**config.mk**
```make
export PLATFORM = sky130hd
export DESIGN_NAME = alu_result_stage
export DESIGN_NICKNAME = d
export VERILOG_FILES = /design/src/rtl/alu_result_stage.sv
export SDC_FILE = /design/constraint.sdc
export NUM_CORES = 1
export LEC_CHECK = 0
export ABC_AREA = 1
export BUFFER_PORTS_ARGS = -buffer_cell sky130_fd_sc_hd__buf_2
export CELL_PAD_IN_SITES_DETAIL_PLACEMENT = 2
export CELL_PAD_IN_SITES_GLOBAL_PLACEMENT = 2
export CORE_MARGIN = 5
export CORE_UTILIZATION = 31
export CTS_CLUSTER_DIAMETER = 120
export CTS_CLUSTER_SIZE = 16
export DETAILED_ROUTE_END_ITERATION = 16
export GPL_TIMING_DRIVEN = 0
export PLACE_DENSITY = 0.84
export REMOVE_ABC_BUFFERS = 1
export SLEW_MARGIN = 20
export SYNTH_ARGS = -nofsm -noshare
export SYNTH_HDL_FRONTEND = slang
export SYNTH_SLANG_ARGS = --single-unit
export TNS_END_PERCENT = 100
```
**constraint.sdc**
```tcl
create_clock -name clk -period 1.95 [get_ports clk]
set_input_delay 0.2925 -clock clk [delete_from_list [all_inputs] [get_ports clk]]
set_output_delay 0.2925 -clock clk [all_outputs]
set_load 0.1 [all_outputs]
```
**src/rtl/alu_result_stage.sv**
```systemverilog
// ALU result output stage: tags each result with zero/negative/parity flags and
// buffers up to two results in a skid FIFO, counting delivered results.
module alu_result_stage #(
    parameter int WIDTH = 32,
    parameter int OPW   = 3,
    parameter int CNTW  = 16
) (
    input  logic             clk,
    input  logic             rst_n,
    input  logic             in_valid,
    output logic             in_ready,
    input  logic [WIDTH-1:0] in_result,
    input  logic [OPW-1:0]   in_op,
    output logic             out_valid,
    input  logic             out_ready,
    output logic [WIDTH-1:0] out_result,
    output logic [OPW-1:0]   out_op,
    output logic             out_zero,
    output logic             out_neg,
    output logic             out_parity,
    output logic [CNTW-1:0]  res_count
);

    typedef struct packed {
        logic [OPW-1:0]   op;
        logic             parity;
        logic             neg;
        logic             zero;
        logic [WIDTH-1:0] result;
    } entry_t;

    entry_t          ent_q [2];
    entry_t          ent_d [2];
    entry_t          out_q;
    entry_t          out_d;
    logic            head_q, head_d;
    logic            tail_q, tail_d;
    logic [1:0]      occ_q, occ_d;
    logic [CNTW-1:0] cnt_q, cnt_d;
    logic            push, pop;

    // Handshake: a beat transfers on a side when valid and ready are both high
    // at the rising edge; ready depends only on registered occupancy.
    assign in_ready  = (occ_q != 2'd2);
    assign out_valid = (occ_q != 2'd0);
    assign push      = in_valid & in_ready;
    assign pop       = out_valid & out_ready;

    always_comb begin
        ent_d  = ent_q;
        head_d = head_q;
        tail_d = tail_q;
        occ_d  = occ_q;
        cnt_d  = cnt_q;
        out_d  = out_q;
        if (push) begin
            ent_d[tail_q].op     = in_op;
            ent_d[tail_q].parity = ^in_result;
            ent_d[tail_q].neg    = in_result[WIDTH-1];
            ent_d[tail_q].zero   = (in_result == '0);
            ent_d[tail_q].result = in_result;
            tail_d = ~tail_q;
        end
        if (pop) begin
            head_d = ~head_q;
            if (cnt_q != '1) cnt_d = cnt_q + 1'b1;
        end
        case ({push, pop})
            2'b10:   occ_d = occ_q + 2'd1;
            2'b01:   occ_d = occ_q - 2'd1;
            default: occ_d = occ_q;
        endcase
        // Output register tracks the next head; when the buffer drains it keeps
        // the last delivered entry instead of exposing a stale slot.
        if (occ_d != 2'd0) out_d = ent_d[head_d];
    end

    always_ff @(posedge clk or negedge rst_n) begin
        if (!rst_n) begin
            ent_q[0] <= '0;
            ent_q[1] <= '0;
            out_q    <= '0;
            head_q   <= 1'b0;
            tail_q   <= 1'b0;
            occ_q    <= 2'd0;
            cnt_q    <= '0;
        end else begin
            ent_q[0] <= ent_d[0];
            ent_q[1] <= ent_d[1];
            out_q    <= out_d;
            head_q   <= head_d;
            tail_q   <= tail_d;
            occ_q    <= occ_d;
            cnt_q    <= cnt_d;
        end
    end

    assign out_result = out_q.result;
    assign out_op     = out_q.op;
    assign out_zero   = out_q.zero;
    assign out_neg    = out_q.neg;
    assign out_parity = out_q.parity;
    assign res_count  = cnt_q;

endmodule

```
Word level (Yosys, flattened, before mapping)
Index checks and enable logic that the tools add are counted.
Operators by class
  add/subtract/negate cells: 3
  $mul: 0
  div/mod/pow operators: 0
  order comparisons: 3
  equality and inequality tests: 4
  shift operators: 0
  mux-type cells: 21
  bitwise logic cells: 6
  reduce and logical (&&, ||, !) cells: 6
Operators with widths (number)
  76-bit bitwise mux: 5
  38-bit demux with 1-bit select: 5
  38-bit two-way mux: 4
  76-bit two-way mux: 1
  35-bit two-way mux: 1
  34-bit two-way mux: 1
  33-bit two-way mux: 1
  32-bit zero test: 1
  32-bit two-way mux: 1
  32-bit parity: 1
  16-bit by 1-bit adder with 16-bit output (second input constant): 1
  16-bit inequality test (second input constant): 1
  2-bit greater-or-equal comparator (second input constant): 2
  1-bit NOT with 2-bit output: 2
  2-bit one-hot mux with 2 select lines: 1
  2-bit nonzero test: 2
  2-bit by 1-bit adder with 2-bit output (second input constant): 1
  1-bit bitwise AND: 2
  2-bit by 1-bit equality test with 1-bit output (second input constant): 1
  2-bit equality test (second input constant): 1
  2-bit by 1-bit < comparator with 1-bit output (second input constant): 1
  2-bit inequality test (second input constant): 1
  1-bit NOT: 2
  2-bit AND reduction: 1
  other kinds (3): 3
Word-level totals
  flip-flop bits (word level): 134
  bits in latches: 0
  bits in writable memories: 0
  bits in read-only memories: 0
  output and inout port bits: 56
  memories kept: 0

Logic depth before layout (Yosys ltp)
Gate-level depths: netlist (run 1).
  word-level depth: 14
  gate-level depth with buffers: 15
  depth with buffers taken out: 15

Worst setup path after synthesis (run 1)
OpenSTA, ideal clock, no wires.
  path type: flip-flop to flip-flop
  from: register cnt_q[0] (netlist: res_count[0])
  to: register cnt_q[13] (netlist: res_count[13])
  setup time: 164 ps
  arrival: 2205 ps
  data required time: 1786 ps
  setup slack: -419 ps
  cell stages (with the launch flop): 10
  buffers on the path: 0
  cells stage by stage: dfrtp_1 ha_1 nand3_1 nor3_1 nand3b_1 nand2_2 inv_2 nand4_1 nor2_1 xor2_1
On the way
  longest elaborated chain between the ends: 2
  elaborated cells on any way between the ends: 3
  those cells by class: add/sub: 1; eq/ne: 1; reduce/logical: 1
RTL lines
  start: declaration: RTL line 39  | logic [CNTW-1:0] cnt_q, cnt_d;
  start signal: assignment: RTL line 94  | cnt_q <= cnt_d;
  branches (longest 2 deep; another with 16-bit by 1-bit adder with 16-bit output)
Several ways; the timed one is not identified.
A chain may end at the register's enable or synchronous reset.

Worst setup path in the final report (run 1)
  from: register occ_q[1]
  to: register out_q (netlist bit out_result[13])
On the way
  elaborated cells on any way between the ends: 16
  those cells by class: add/sub: 2; eq/ne: 3; mux: 6; bitwise: 3; reduce/logical: 2
RTL lines
  start: declaration: RTL line 38  | logic [1:0] occ_q, occ_d;
  start signal: assignment: RTL line 85  | occ_q <= 2'd0;
  start signal: assignment: RTL line 93  | occ_q <= occ_d;
  2-bit inequality test / 2-bit nonzero test (equally long branches): RTL line 44, 45
  1-bit bitwise AND (on tied branches): RTL line 46, 47
  2-bit by 1-bit equality test with 1-bit output / 2-bit equality test (equally long branches): RTL line 68  | case ({push, pop})
  2-bit one-hot mux with 2 select lines (*): RTL line 68
  via occ_d[1]: RTL line 38
  2-bit nonzero test (*): RTL line 75  | if (occ_d != 2'd0) out_d = ent_d[head_d];
  end signal: assignment: RTL line 90  | out_q <= out_d;
  end: declaration: RTL line 34  | entry_t out_q;
The timed path passes the listed nets; every way through them passes the cells marked *. The select of a mux whose other input is x is not followed.

==> results of run 1 <==
-- kinds of logic (layout without fill, tap and decap cells) --
family,count (synthesis),after routing,share of synthesized area [%]
adder cells (fa/ha/maj),18,18,3.55
buffers and inverters,102,224,8.03
flip-flops,134,134,52.9
AND/OR/NAND/NOR,324,327,20.7
XOR/XNOR,18,18,2.72
AO/OA/AOI/OAI,134,134,12.1
-- state kept, by name (all words and copies together) (netlist names) --
name / cells
out_op: 3
out_zero: 1
ent_q: 76
res_count: 16
out_parity: 1
tail_q: 1
occ_q: 2
head_q: 1
out_result: 32
out_neg: 1
-- area by class of cell --
class                   count  area, um^2  area share, %
repair buffers            116         783           9.46
repair inverters            5         104           1.25
clock buffers              23         488           5.89
well taps                 270         338           4.08
multi-input cells         497        2830           34.1
inverters                  72         292           3.52
flip-flops and latches    134        3360           40.5
clock inverters             8        97.6           1.18
-- through the flow --
step	util (%)	hold WS, ps	cell area, um^2	cells
2_1_floorplan	-	-3.09	6110	700
3_3_place_gp	34.3	449	6920	1064
3_5_place_dp	34.7	277	7000	1066
4_1_cts	39.8	156	8040	1118
5_1_grt	41.1	184	8280	1125
6_report	41.1	168	8280	1125
-- cells in the mapped netlist (2+ instances only) --
| cell | n |
|---|---|
| nand2_2 | 3 |
| buf_2 | 9 |
| o21ai_2 | 20 |
| nand4_1 | 9 |
| xor2_1 | 7 |
| buf_4 | 7 |
| buf_6 | 7 |
| o21ai_0 | 22 |
| nand3_1 | 12 |
| clkbuf_1 | 5 |
| inv_2 | 3 |
| nor3_1 | 3 |
| o21ai_1 | 83 |
| ha_1 | 18 |
| a31oi_1 | 8 |
| xnor2_1 | 9 |
| nor2_1 | 61 |
| nor2_2 | 3 |
| xor2_2 | 2 |
| nand2_4 | 3 |
| dfrtp_1 | 134 |
| inv_1 | 66 |
| nand2_1 | 226 |
-- cells in the final DEF (no fill, tap or decap), drive strengths merged --
cell type | Yosys | layout
a31oi | 8 | 8
buf | 25 | 115
bufinv | 0 | 2
clkbuf | 5 | 23
clkinv | 2 | 7
clkinvlp | 0 | 3
dfrtp | 134 | 134
dlygate4sd3 | 0 | 1
ha | 18 | 18
inv | 70 | 73
nand2 | 232 | 234
nand3 | 12 | 12
nand3b | 1 | 1
nand4 | 9 | 9
nor2 | 65 | 66
nor3 | 4 | 4
nor4 | 1 | 1
o21a | 1 | 1
o21ai | 125 | 125
xnor2 | 9 | 9
xor2 | 9 | 9
-- worst max-delay path by stage --
stage / startpoint / end / slack (ps) / cells past startpoint
4_1_cts: occ_q[0] / out_result[18] / -110 / 11
6_report: occ_q[1] / out_result[13] / -120 / 11
2_1_floorplan: occ_q[0] / out_op[1] / -730 / 12
5_1_grt: occ_q[1] / out_result[13] / -210 / 11
3_3_place_gp: occ_q[1] / out_zero / -1980 / 6
3_5_place_dp: occ_q[1] / out_result[0] / -1510 / 10
-- what timing repair did --
| item | 4_1_cts | 5_1_grt |
|---|---|---|
| cloned | 6 | 3 |
| setup buffers | 14 | 4 |
| endpoints found under the hold margin | 62 | 0 |
| pin swaps | 9 | 12 |
| setup endpoints to repair | 45 | 41 |
| gates resized for setup | 67 | 43 |
| hold buffers | 1 | 0 |
-- layer usage --
layer	GRT usage [%]	up-vias
met4	4.37	0
met2	32.1	99
met1	22.0	2735
met3	3.31	17
li1	-	2559
met5	0	-
-- worst min-delay path: stages --
cell and delay, ps:
buf_2 90, inv_1 60, o21ai_1 80
==> flow_metrics.env, run 1 <==
export IMPL_status="complete, but fails checks"
export IMPL_violations="negative setup slack"
export IMPL_synth_area_um2=6340
export IMPL_hold_path_end="ent_q[37]"
export IMPL_cts_sinks=134
export IMPL_antenna_cells=0
export IMPL_synth_main_ff_cell="dfrtp_1"
export IMPL_min_path_cells=3
export IMPL_fin_ws_ps=-120
export IMPL_die_w_um=153
export IMPL_hold_class="in -> reg"
export IMPL_fin_worst_skew_ps=16.5
export IMPL_ys_seq_area_share_pct=52.9
export IMPL_grt_max_degree=75
export IMPL_wl_mm=21.9
export IMPL_grtUsageTotal_pct=17.8
export IMPL_grt_pass1_vias=6092
export IMPL_path_delay_family="flip-flops"
export IMPL_fp_coreArea_um2=20200
export IMPL_clkTransAtPathRegs_ps=60
export IMPL_crit_path_end_kind="flop"
export IMPL_grt_pass1_wl_mm=33.2
export IMPL_finalCritPeriodShare_pct=106
export IMPL_numCtsBuffers=17
export IMPL_fp_dieH_um=153
export IMPL_ys_ff_latch=134
export IMPL_rsz0062_at_grt="yes"
export IMPL_worst_pin_slew_ps=526
export IMPL_hold_violations=0
export IMPL_synth_top_area_share_pct=52.9
export IMPL_vias=5410
export IMPL_netlist_instances=730
export IMPL_portBuffers=94
export IMPL_slowest_stage="dfrtp_2"
export IMPL_tns_ps=-2260
export IMPL_synth_area_leaders="dfrtp_1 53%, nand2_1 13%, o21ai_1 6.6%"
export IMPL_hp_start="in_op[2]"
export IMPL_max_freq_mhz=483
export IMPL_criticalPathCategory="reg -> reg"
export IMPL_antenna_found_initial=0
export IMPL_hpwl_mm=11.8
export IMPL_slew_violations=0
export IMPL_fin_crit_ps=2070
export IMPL_die_area_um2=23400
export IMPL_cts_htree_levels=4
export IMPL_first_pass_iters=4
export IMPL_ioPinCount=95
export IMPL_clock_latency_ps=420
export IMPL_vias_per_cell=4.81
export IMPL_synth_edff_count=0
export IMPL_arrival_ps=2360
export IMPL_area_delta_synth_final_pct=30.6
export IMPL_max_cap_viol_count=0
export IMPL_layout_drive_gt1_share_pct=29.0
export IMPL_syn_area_per_cell_um2=8.69
export IMPL_setup_viol=38
export IMPL_m1WireLength_mm=9.38
export IMPL_clockBufferDepth=2
export IMPL_wl_met2_mm=11.6
export IMPL_finalNetCount=900
export IMPL_r2r_setup_slack_ps=-120
export IMPL_place_ws_ps=-1510
export IMPL_highest_layer="met4"
export IMPL_r2r_cells=11
export IMPL_slowest_delay_ps=430
export IMPL_first_iter_violations=175
export IMPL_yosysWarnings=0
export IMPL_synth_largest_area_cell="dfrtp_1"
export IMPL_crit_chain="o21a_4, ha_4, inv_4, nand2_4, nor2_4, xor2_4, nor2_4, buf_12, clkinv_16, o21ai_1, o21ai_1"
export IMPL_synth_cell_types=33
export IMPL_cts_tree="yes"
export IMPL_gp_congestion=0.726
export IMPL_r2r_start="occ_q[1]"
export IMPL_crit_fanout=11
export IMPL_grt_ovfl_total=0
export IMPL_nFillCells=2270
export IMPL_dr_wl_met3_um=667
export IMPL_cts_root_buf="clkbuf_16"
export IMPL_required_ps=2240
export IMPL_critPathBufInv=3
export IMPL_start_kind="flop"
export IMPL_remaining_drc_errors=0
export IMPL_rows=52
export IMPL_drt_wirelength_per_cell_um=19.4
export IMPL_start_util_pct=31.4
export IMPL_timing_rr_end="out_result[13]"
export IMPL_antenna_left=0
export IMPL_max_slew_margin_pct=64.9
export IMPL_async_flop_share_pct=100
Power of run 1 is left out: the tool's default activity adds up to more than one toggle a clock period on the data nets, which glitch-free logic cannot reach.
==> run 2: changes to the inputs <==
- BUFFER_PORTS_ARGS: -buffer_cell sky130_fd_sc_hd__buf_2 -> not set
- CORE_UTILIZATION: 31 -> 34
- DONT_BUFFER_PORTS: not set -> 1
- PLACE_DENSITY: 0.84 -> 0.82
==> flow_metrics.env, run 2 (synthesized netlist as in run 1, its figures left out) <==
export IMPL_status="complete, but fails checks"
export IMPL_violations="negative hold slack, negative setup slack"
export IMPL_cts_htree_levels=4
export IMPL_layout_drive_gt1_share_pct=27.7
export IMPL_antenna_found_initial=0
export IMPL_area_delta_synth_final_pct=30.8
export IMPL_vias_per_cell=5.24
export IMPL_numCtsBuffers=17
export IMPL_antenna_left=0
export IMPL_grtUsageTotal_pct=21.6
export IMPL_first_iter_violations=138
export IMPL_fin_crit_ps=2240
export IMPL_crit_path_end_kind="flop"
export IMPL_r2r_setup_slack_ps=-290
export IMPL_grt_pass1_wl_mm=35.6
export IMPL_hpwl_mm=12.0
export IMPL_setup_viol=41
export IMPL_rows=50
export IMPL_crit_start="occ_q[0]"
export IMPL_slew_violations=0
export IMPL_cts_root_buf="clkbuf_16"
export IMPL_hold_violations=134
export IMPL_drt_wirelength_per_cell_um=24.1
export IMPL_die_area_um2=21500
export IMPL_start_kind="flop"
export IMPL_crit_end="out_result[19]"
export IMPL_finalNetCount=820
export IMPL_worst_pin_slew_ps=994
export IMPL_max_slew_margin_pct=33.8
export IMPL_wl_mm=24.3
export IMPL_place_ws_ps=-1890
export IMPL_ioPinCount=95
export IMPL_cts_tree="yes"
export IMPL_portBuffers=0
export IMPL_fin_ws_ps=-294
export IMPL_final_cell_mix="191 x nand2_1, 115 x dfrtp_1, 65 x inv_1"
export IMPL_largest_register="ent_q"
export IMPL_fin_worst_skew_ps=7.23
export IMPL_fp_coreArea_um2=18500
export IMPL_required_ps=2250
export IMPL_final_area_um2=8300
export IMPL_clockBufferDepth=2
export IMPL_vias=5287
export IMPL_first_pass_iters=4
export IMPL_remaining_drc_errors=0
export IMPL_grt_max_degree=135
export IMPL_grt_pass1_vias=6213
export IMPL_die_w_um=147
export IMPL_crit_fanout=7
export IMPL_hold_class="in -> async"
export IMPL_cts_sinks=134
export IMPL_r2r_start="occ_q[0]"
export IMPL_criticalPathCategory="reg -> reg"
export IMPL_grt_ovfl_total=0
export IMPL_max_cap_viol_count=0
export IMPL_timing_rr_end="out_result[19]"
export IMPL_rsz0062_at_grt="yes"
export IMPL_hold_slack_ps=-432
export IMPL_clkTransAtPathRegs_ps=60
export IMPL_mostFrequentLayoutCell="nand2_1"
export IMPL_max_freq_mhz=446
export IMPL_antenna_cells=0
export IMPL_fp_dieH_um=147
export IMPL_r2r_cells=14
export IMPL_largest_register_ffs=76
export IMPL_finalCritPeriodShare_pct=115
export IMPL_dpl_cell_area_um2=6440
export IMPL_gp_congestion=0.765
export IMPL_arrival_ps=2540
export IMPL_start_util_pct=34.2
export IMPL_clock_latency_ps=420
export IMPL_nFillCells=1930
run 2: cell types whose count changed in the layout (fill, tap and decap cells not counted), sizes merged:
cell and delta:
buf -84, bufinv +2, clkinv +3, clkinvlp -1, dlygate4sd3 -1, inv -3
nand2 +4
run 2: final cells by class:
cell class	instances	area [um^2]	share of cell area (%)
Timing Repair Buffer	31	415	5.01
Sequential cell	134	3390	40.9
Timing Repair inverter	6	153	1.84
Clock inverter	8	145	1.75
Clock buffer	23	488	5.88
Tap cell	234	293	3.53
Inverter	72	318	3.83
Multi-Input combinational cell	501	3090	37.2
run 2: worst min-delay path by stage:
stage               startpoint            end  slack, ps  cells past startpoint
CTS                      rst_n      ent_q[42]       -440                      0
floorplan                rst_n       ent_q[0]         -3                      0
global placement         rst_n      ent_q[75]          4                      0
detailed placement       rst_n  out_result[9]          3                      0
finish                   rst_n  out_result[8]       -430                      0
global route             rst_n  out_result[8]       -460                      0
run 2: metrics by stage:
step           util, %  std cells  setup TNS [ps]
6_report          44.8       1009           -9520
2_1_floorplan        -        700          -31880
3_3_place_gp      34.6        934          -95630
5_1_grt           44.8       1009          -12810
3_5_place_dp      34.8        935         -102280
4_1_cts           42.9        998           -9670
run 2: repair_timing:
action                                  CTS  global route
pin swaps                                21            18
resized for setup                       116            69
endpoints found under the hold margin   134           134
cloned                                   10             4
endpoints found under the setup margin  132            79
buffers inserted                         22             9
run 2: critical path, cell delays in order (launching register included):
cell and delay, ps:
dfrtp_2 450, inv_4 100, nand2_8 150, nand2_8 100, ha_4 200, inv_4 60
nand2_4 50, nor2_4 140, xor2_4 220, nor2_4 50, buf_12 160, buf_12 150
buf_16 150, nand2_2 60, o21ai_1 80
run 2: routing by layer:
metal  vias to the layer above  global-route usage, %  part of all wire (%)
met5                         -                      0                     0
met4                         0                   5.17                   1.4
met3                        26                   4.90                   3.5
met2                       105                   41.0                    54
met1                      2757                   24.5                    41
li1                       2399                      -                     -
Power of run 2 is left out for the same reason.
